## src/rtl/flash_cmd_pkg.sv

```systemverilog
// Shared encodings for the flash command sequencer: ops, FSM states,
// CSR layout and the word-address to sector mapping.
package flash_cmd_pkg;

  typedef enum logic [1:0] {
    OP_READ  = 2'b00,
    OP_WRITE = 2'b01,
    OP_ERASE = 2'b10,
    OP_RSVD  = 2'b11
  } op_e;

  typedef enum logic [3:0] {
    S_IDLE,
    S_UNPROT,
    S_WR_REQ,
    S_RD_REQ,
    S_RD_WAIT,
    S_POLL,
    S_POLL_CHK,
    S_REPROT,
    S_DONE
  } state_e;

  localparam logic CSR_STATUS  = 1'b0;
  localparam logic CSR_CONTROL = 1'b1;

  localparam int unsigned ST_BUSY_LSB = 0;
  localparam int unsigned ST_READ_OK  = 2;
  localparam int unsigned ST_WRITE_OK = 3;
  localparam int unsigned ST_ERASE_OK = 4;

  localparam logic [1:0] BUSY_IDLE  = 2'b00;
  localparam logic [1:0] BUSY_ERASE = 2'b01;
  localparam logic [1:0] BUSY_WRITE = 2'b10;
  localparam logic [1:0] BUSY_READ  = 2'b11;

  localparam int unsigned CTRL_PAGE_LSB   = 0;
  localparam int unsigned CTRL_SECTOR_LSB = 20;
  localparam int unsigned CTRL_PROT_LSB   = 23;

  localparam logic [2:0]  SECTOR_NONE = 3'd7;
  localparam logic [31:0] PROTECT_ALL = 32'hFFFF_FFFF;
  localparam int unsigned NUM_SECTORS = 5;

  // 8K-word sectors starting at word 0; words past sector 5 decode to 0 (no sector).
  function automatic logic [2:0] addr_to_sector(input logic [15:0] addr);
    if (addr[15:13] < 3'd5) return addr[15:13] + 3'd1;
    return 3'd0;
  endfunction

  function automatic logic sector_allowed(input logic [2:0] sector, input logic [4:0] mask);
    logic ok;
    ok = 1'b0;
    for (int unsigned i = 0; i < NUM_SECTORS; i++)
      if (sector == 3'(i + 1)) ok = mask[i];
    return ok;
  endfunction

  function automatic logic [31:0] ctrl_unprotect(input logic [2:0] sector, input logic [2:0] erase_field);
    logic [31:0] w;
    w = PROTECT_ALL;
    w[CTRL_SECTOR_LSB +: 3] = erase_field;
    for (int unsigned i = 0; i < NUM_SECTORS; i++)
      if (sector == 3'(i + 1)) w[CTRL_PROT_LSB + i] = 1'b0;
    return w;
  endfunction

endpackage

```

## src/rtl/flash_cmd_seq.sv

```systemverilog
// Sequences single-beat READ/WRITE/SECTOR_ERASE commands onto the flash IP's
// CSR and data ports, returning one response per accepted command.
module flash_cmd_seq
  import flash_cmd_pkg::*;
#(
  parameter logic [23:0] POLL_TIMEOUT = 24'd12_000_000,
  parameter logic [4:0]  SECTOR_MASK  = 5'b11111
) (
  input  logic        clock,
  input  logic        reset,
  input  logic        cmd_valid,
  output logic        cmd_ready,
  input  logic [1:0]  cmd_op,
  input  logic [15:0] cmd_addr,
  input  logic [31:0] cmd_wdata,
  output logic        rsp_valid,
  output logic [31:0] rsp_rdata,
  output logic        rsp_error,
  output logic        busy,
  output logic        avmm_csr_addr,
  output logic        avmm_csr_read,
  output logic        avmm_csr_write,
  output logic [31:0] avmm_csr_writedata,
  input  logic [31:0] avmm_csr_readdata,
  output logic [15:0] avmm_data_addr,
  output logic        avmm_data_read,
  output logic        avmm_data_write,
  output logic [31:0] avmm_data_writedata,
  input  logic [31:0] avmm_data_readdata,
  input  logic        avmm_data_waitrequest,
  input  logic        avmm_data_readdatavalid,
  output logic [1:0]  avmm_data_burstcount
);

  state_e      state_q, state_d;
  op_e         op_q, op_d;
  logic [15:0] addr_q, addr_d;
  logic [31:0] wdata_q, wdata_d;
  logic [31:0] rdata_q, rdata_d;
  logic        err_q, err_d;
  logic [23:0] cnt_q, cnt_d;
  logic [31:0] ctrl_q, ctrl_d;

  logic [23:0] cnt_inc;
  logic        timeout_hit;
  logic [2:0]  tgt_sector;
  logic [2:0]  erase_field;
  logic        op_ok;
  logic        unused_status;

  assign cnt_inc     = (&cnt_q) ? cnt_q : cnt_q + 24'd1;
  assign timeout_hit = (cnt_inc >= POLL_TIMEOUT);

  assign avmm_data_burstcount = 2'd1;
  assign rsp_rdata            = rdata_q;
  assign rsp_error            = err_q;
  assign unused_status        = ^{avmm_csr_readdata[31:5], avmm_csr_readdata[ST_READ_OK]};

  always_ff @(posedge clock or posedge reset) begin
    if (reset) begin
      state_q <= S_IDLE;
      op_q    <= OP_READ;
      addr_q  <= '0;
      wdata_q <= '0;
      rdata_q <= '0;
      err_q   <= 1'b0;
      cnt_q   <= '0;
      ctrl_q  <= PROTECT_ALL;
    end else begin
      state_q <= state_d;
      op_q    <= op_d;
      addr_q  <= addr_d;
      wdata_q <= wdata_d;
      rdata_q <= rdata_d;
      err_q   <= err_d;
      cnt_q   <= cnt_d;
      ctrl_q  <= ctrl_d;
    end
  end

  always_comb begin
    state_d = state_q;
    op_d    = op_q;
    addr_d  = addr_q;
    wdata_d = wdata_q;
    rdata_d = rdata_q;
    err_d   = err_q;
    cnt_d   = cnt_q;
    ctrl_d  = ctrl_q;

    cmd_ready           = 1'b0;
    busy                = 1'b1;
    rsp_valid           = 1'b0;
    avmm_csr_addr       = CSR_STATUS;
    avmm_csr_read       = 1'b0;
    avmm_csr_write      = 1'b0;
    avmm_csr_writedata  = '0;
    avmm_data_addr      = '0;
    avmm_data_read      = 1'b0;
    avmm_data_write     = 1'b0;
    avmm_data_writedata = '0;

    tgt_sector  = (op_q == OP_WRITE) ? addr_to_sector(addr_q) : addr_q[2:0];
    erase_field = (op_q == OP_WRITE) ? SECTOR_NONE : addr_q[2:0];
    op_ok       = (op_q == OP_WRITE) ? avmm_csr_readdata[ST_WRITE_OK]
                                     : avmm_csr_readdata[ST_ERASE_OK];

    if (state_q == S_POLL || state_q == S_POLL_CHK || state_q == S_RD_WAIT)
      cnt_d = cnt_inc;

    unique case (state_q)
      S_IDLE: begin
        cmd_ready = 1'b1;
        busy      = 1'b0;
        if (cmd_valid) begin
          op_d    = op_e'(cmd_op);
          addr_d  = cmd_addr;
          wdata_d = cmd_wdata;
          rdata_d = '0;
          err_d   = 1'b0;
          cnt_d   = '0;
          unique case (op_e'(cmd_op))
            OP_READ:  state_d = S_RD_REQ;
            OP_WRITE: state_d = S_UNPROT;
            OP_ERASE: begin
              if (sector_allowed(cmd_addr[2:0], SECTOR_MASK)) begin
                state_d = S_UNPROT;
              end else begin
                err_d   = 1'b1;
                state_d = S_DONE;
              end
            end
            default: begin
              err_d   = 1'b1;
              state_d = S_DONE;
            end
          endcase
        end
      end
      S_UNPROT: begin
        if (!sector_allowed(tgt_sector, SECTOR_MASK)) begin
          err_d   = 1'b1;
          state_d = S_DONE;
        end else begin
          ctrl_d             = ctrl_unprotect(tgt_sector, erase_field);
          avmm_csr_write     = 1'b1;
          avmm_csr_addr      = CSR_CONTROL;
          avmm_csr_writedata = ctrl_d;
          state_d            = (op_q == OP_WRITE) ? S_WR_REQ : S_POLL;
        end
      end
      S_WR_REQ: begin
        avmm_data_write     = 1'b1;
        avmm_data_addr      = addr_q;
        avmm_data_writedata = wdata_q;
        if (!avmm_data_waitrequest) state_d = S_POLL;
      end
      S_RD_REQ: begin
        avmm_data_read = 1'b1;
        avmm_data_addr = addr_q;
        if (!avmm_data_waitrequest) state_d = S_RD_WAIT;
      end
      S_RD_WAIT: begin
        // A READ never unprotected anything, so its timeout skips the re-protect write.
        if (avmm_data_readdatavalid) begin
          rdata_d = avmm_data_readdata;
          state_d = S_DONE;
        end else if (timeout_hit) begin
          err_d   = 1'b1;
          state_d = S_DONE;
        end
      end
      S_POLL: begin
        avmm_csr_read = 1'b1;
        avmm_csr_addr = CSR_STATUS;
        if (timeout_hit) begin
          err_d   = 1'b1;
          state_d = S_REPROT;
        end else begin
          state_d = S_POLL_CHK;
        end
      end
      S_POLL_CHK: begin
        if (timeout_hit) begin
          err_d   = 1'b1;
          state_d = S_REPROT;
        end else if (avmm_csr_readdata[ST_BUSY_LSB +: 2] != BUSY_IDLE) begin
          state_d = S_POLL;
        end else begin
          if (!op_ok) err_d = 1'b1;
          state_d = S_REPROT;
        end
      end
      S_REPROT: begin
        ctrl_d             = PROTECT_ALL;
        avmm_csr_write     = 1'b1;
        avmm_csr_addr      = CSR_CONTROL;
        avmm_csr_writedata = PROTECT_ALL;
        state_d            = S_DONE;
      end
      S_DONE: begin
        rsp_valid = 1'b1;
        state_d   = S_IDLE;
      end
      default: state_d = S_IDLE;
    endcase
  end

endmodule

```

## config.mk

```make
export PLATFORM = sky130hd
export DESIGN_NAME = flash_cmd_seq
export DESIGN_NICKNAME = d
export VERILOG_FILES = /design/src/rtl/flash_cmd_pkg.sv /design/src/rtl/flash_cmd_seq.sv
export SDC_FILE = /design/constraint.sdc
export NUM_CORES = 1
export LEC_CHECK = 0
export CORE_ASPECT_RATIO = 2
export CORE_MARGIN = 3
export CORE_UTILIZATION = 44
export CTS_BUF_LIST = sky130_fd_sc_hd__clkbuf_16
export CTS_CLUSTER_SIZE = 28
export DETAILED_ROUTE_END_ITERATION = 6
export PLACE_DENSITY = 0.83
export SLEW_MARGIN = 20
export SYNTH_ARGS = -nofsm -noshare
export SYNTH_HDL_FRONTEND = slang
export SYNTH_SLANG_ARGS = --single-unit
```

## constraint.sdc

```tcl
create_clock -name clock -period 4.6 [get_ports clock]
set_clock_uncertainty 0.1 [all_clocks]
set_input_delay 0.92 -clock clock [delete_from_list [all_inputs] [get_ports clock]]
set_output_delay 0.92 -clock clock [all_outputs]
set_load 0.01 [all_outputs]
```

==> metrics <==
Seq/Total Area, Yosys 45.7%; Reg-to-Reg Start state_q[3]; post-route DRC violation count 0; WL/cell 17.1 um; post-layout util 62.6%; number of fill cells in the layout 1138; Setup Buffers After CTS 0; pin count of the biggest net entering global routing 112; Synth area leaders dfrtp_1, mux2_2, nand2_1; mux share of post-synthesis cell area 10.3%; Die W 89.1 um; Post-Synthesis Cells 632; Root Buffer clkbuf_16; final slew viol count 0; Worst R2R Setup Slack 1.71 ns; overall routed net length 16500 um; adder-cell share of the synthesized area 0.412%; max_cap viols 0; synth unique cells 68; H-tree levels 3; Synth Warn # 0; DRT antenna net count 0; Final setup viols 0; Worst-path clk slew 0.07 ns; total area of sequential cells 2780 um^2; worst slew pin tran 0.786 ns; worst r2r dst wdata_q[24]; register bit total from synthesis 111; CTS Sinks 111; clk buf depth 2; unrepaired setup endpoints after global routing no; starting density of the core 45.0%; Leak 3.38 nW; Startpoint Class register; via count 5170; die span in y 172 um; Tot Pwr 4.47 mW; nets 927; hold slack 0.380 ns; row cnt 60; Post-synth EDFFs 0; total congestion overflow 0; Synth Area in XOR/XNOR 3.60%; simple logic cell fraction of the synthesized area 22.5%; Async SR Flop Fraction 100%; hold_sp rsp_rdata[2]; placed insts 950; CTS buffer count 9; Mapped Nets 753; compound-gate portion of the synthesized area 10.9%; Worst Hold Path Cells 2; hold crit path type reg -> reg; power per cell area 529 nW/um^2; worst-path maximum fanout 26; Cell Area, Synth 6080 um^2; Pre-Repair DR Iteration Count 5; fin crit share 91.4%; vias in the first global route 5053; status complete, no violations; kind of critical path reg -> out; first-pass GRT wire length 25000 um; Worst setup EP type output pin; Critical-path top delay cell clkdlybuf4s50_1; Core Region 13500 um^2; Synth area leader dfrtp_1; Port-buffer cells 211; worst r2r path cells 6; peak supply drop 0.000231 V; top cell type's share of synthesized area 45.7%; Tot GR Track Use 20.7%; Hold Violations, Final 0; Worst EP arrival 3.18 ns; min Tclk post-route 4.20 ns; Syn Area/Cell 9.62 um^2; Area growth syn-to-layout 39.1%; multi-input logic area 2930 um^2; worst path cell trace ha_1, nor2b_1, a211oi_1, o31ai_1, or2_2, nand2_2, clkdlybuf4s50_1; max_slew headroom 47.4%; Via density 5.35; main combinational cell family by area after synthesis simple AND/OR/NAND/NOR gates; CP Data Required Time 3.58 ns; die area 15300 um^2; Placer Congestion 0.972; count leader, synth dfrtp_1; worst skew pair latency 0.34 ns; max incr delay on CP 0.63 ns; CTS tree yes; Hold Path End rsp_rdata[2]; Setup TNS 0 ns; FMAX 0.238 GHz; initial antenna violation count 1; # IOs 242; dominant synthesized flop cell dfrtp_1; Synth top cells by count dfrtp_1, nand2_1, o21ai_0, and2_1, mux2_2; Non-Filler Instances 967; DRT iter0 DRCs 213; DPL Wire Length 12200 um; fraction of layout cells with a size suffix above 1 12.5%
-- final cells by class --
class / count / area share [%]
Multi-Input combinational cell: 455 / 34.7
Sequential cell: 111 / 32.9
Timing Repair Buffer: 221 / 26.2
Clock buffer: 9 / 2.66
Tap cell: 155 / 2.29
Clock inverter: 7 / 0.918
Inverter: 8 / 0.385
Antenna cell: 1 / 0.0296
-- where the power goes --
group          switching [mW]  leakage, nW  internal [mW]
sequential              0.201         1.43           1.31
combinational            1.01         1.80           1.17
clock                   0.393        0.149          0.387
-- routing by layer --
| metal | track usage, % | share of wire (%) | vias to the layer above |
|---|---|---|---|
| met5 | 0 | 0 | - |
| met4 | 9.85 | 3.4 | 0 |
| met3 | 3.00 | 4.5 | 37 |
| met2 | 38.3 | 56 | 185 |
| met1 | 22.3 | 36 | 2444 |
| li1 | - | - | 2504 |
-- layout by cell type (no fill, tap or decap), types with 4 or more instances in the layout --
master,synthesis,final
o21ai_0,53,53
mux2i_1,5,5
xor2_1,16,16
nor3_1,10,8
nor2_1,39,39
nand2b_1,6,6
nand3_1,11,11
nor4_1,6,6
dfrtp_1,111,111
clkbuf_16,0,9
and2_1,52,52
buf_4,27,8
a311oi_1,4,4
or3_1,9,9
a31oi_1,4,4
clkdlybuf4s50_1,0,211
mux2_2,51,51
nand4_1,6,6
inv_1,8,7
nor2b_1,4,4
nand2_1,94,93
a21oi_1,13,12
xnor2_1,9,9
-- flip-flops by register name, summed over array words and instances (netlist names) --
signal and count:
rsp_error 1, cnt_q 24, state_q 4, wdata_q 32, addr_q 16, rsp_rdata 32, op_q 2
-- worst max-delay path, delay by kind of cell (launching register included) --
kind	cells	cell delay, ns
adders and majority gates	1	0.23
AOI/OAI and AO/OA	2	0.67
and+or+nand+nor	3	0.87
buffers and inverters	1	0.63
DFF	1	0.44
-- through the flow --
| step | instance area (um^2) | setup slack [ns] |
|---|---|---|
| global placement | 8150 | 0.613 |
| finish | 8450 | 0.398 |
| global route | 8450 | 0.149 |
| CTS | 8450 | 0.137 |
| detailed placement | 8150 | 0.530 |
| floorplan | 6080 | 0.649 |
-- worst max path at each step --
stage / startpoint / endpoint / slack (ns)
after floorplan: reset / addr_q[0] / 0.65
after global placement: addr_q[13] / avmm_csr_writedata[17] / 0.61
after detailed placement: addr_q[13] / avmm_csr_writedata[9] / 0.53
after CTS: addr_q[13] / avmm_csr_writedata[9] / 0.14
after global routing: addr_q[13] / avmm_csr_writedata[11] / 0.15
final: addr_q[13] / avmm_csr_writedata[6] / 0.40
-- cells by family after synthesis --
group,Yosys count
simple gates,263
flops,111
compound gates,107
buf+inv,66
mux,56
xor+xnor,25
fa+ha+maj,2
other cells,2
-- what timing repair did --
item,4_1_cts,5_1_grt
hold buffers,0,0
resized for setup,0,1
endpoints found under the setup margin,0,26
Note: power is estimated with default switching activity, not from simulation.
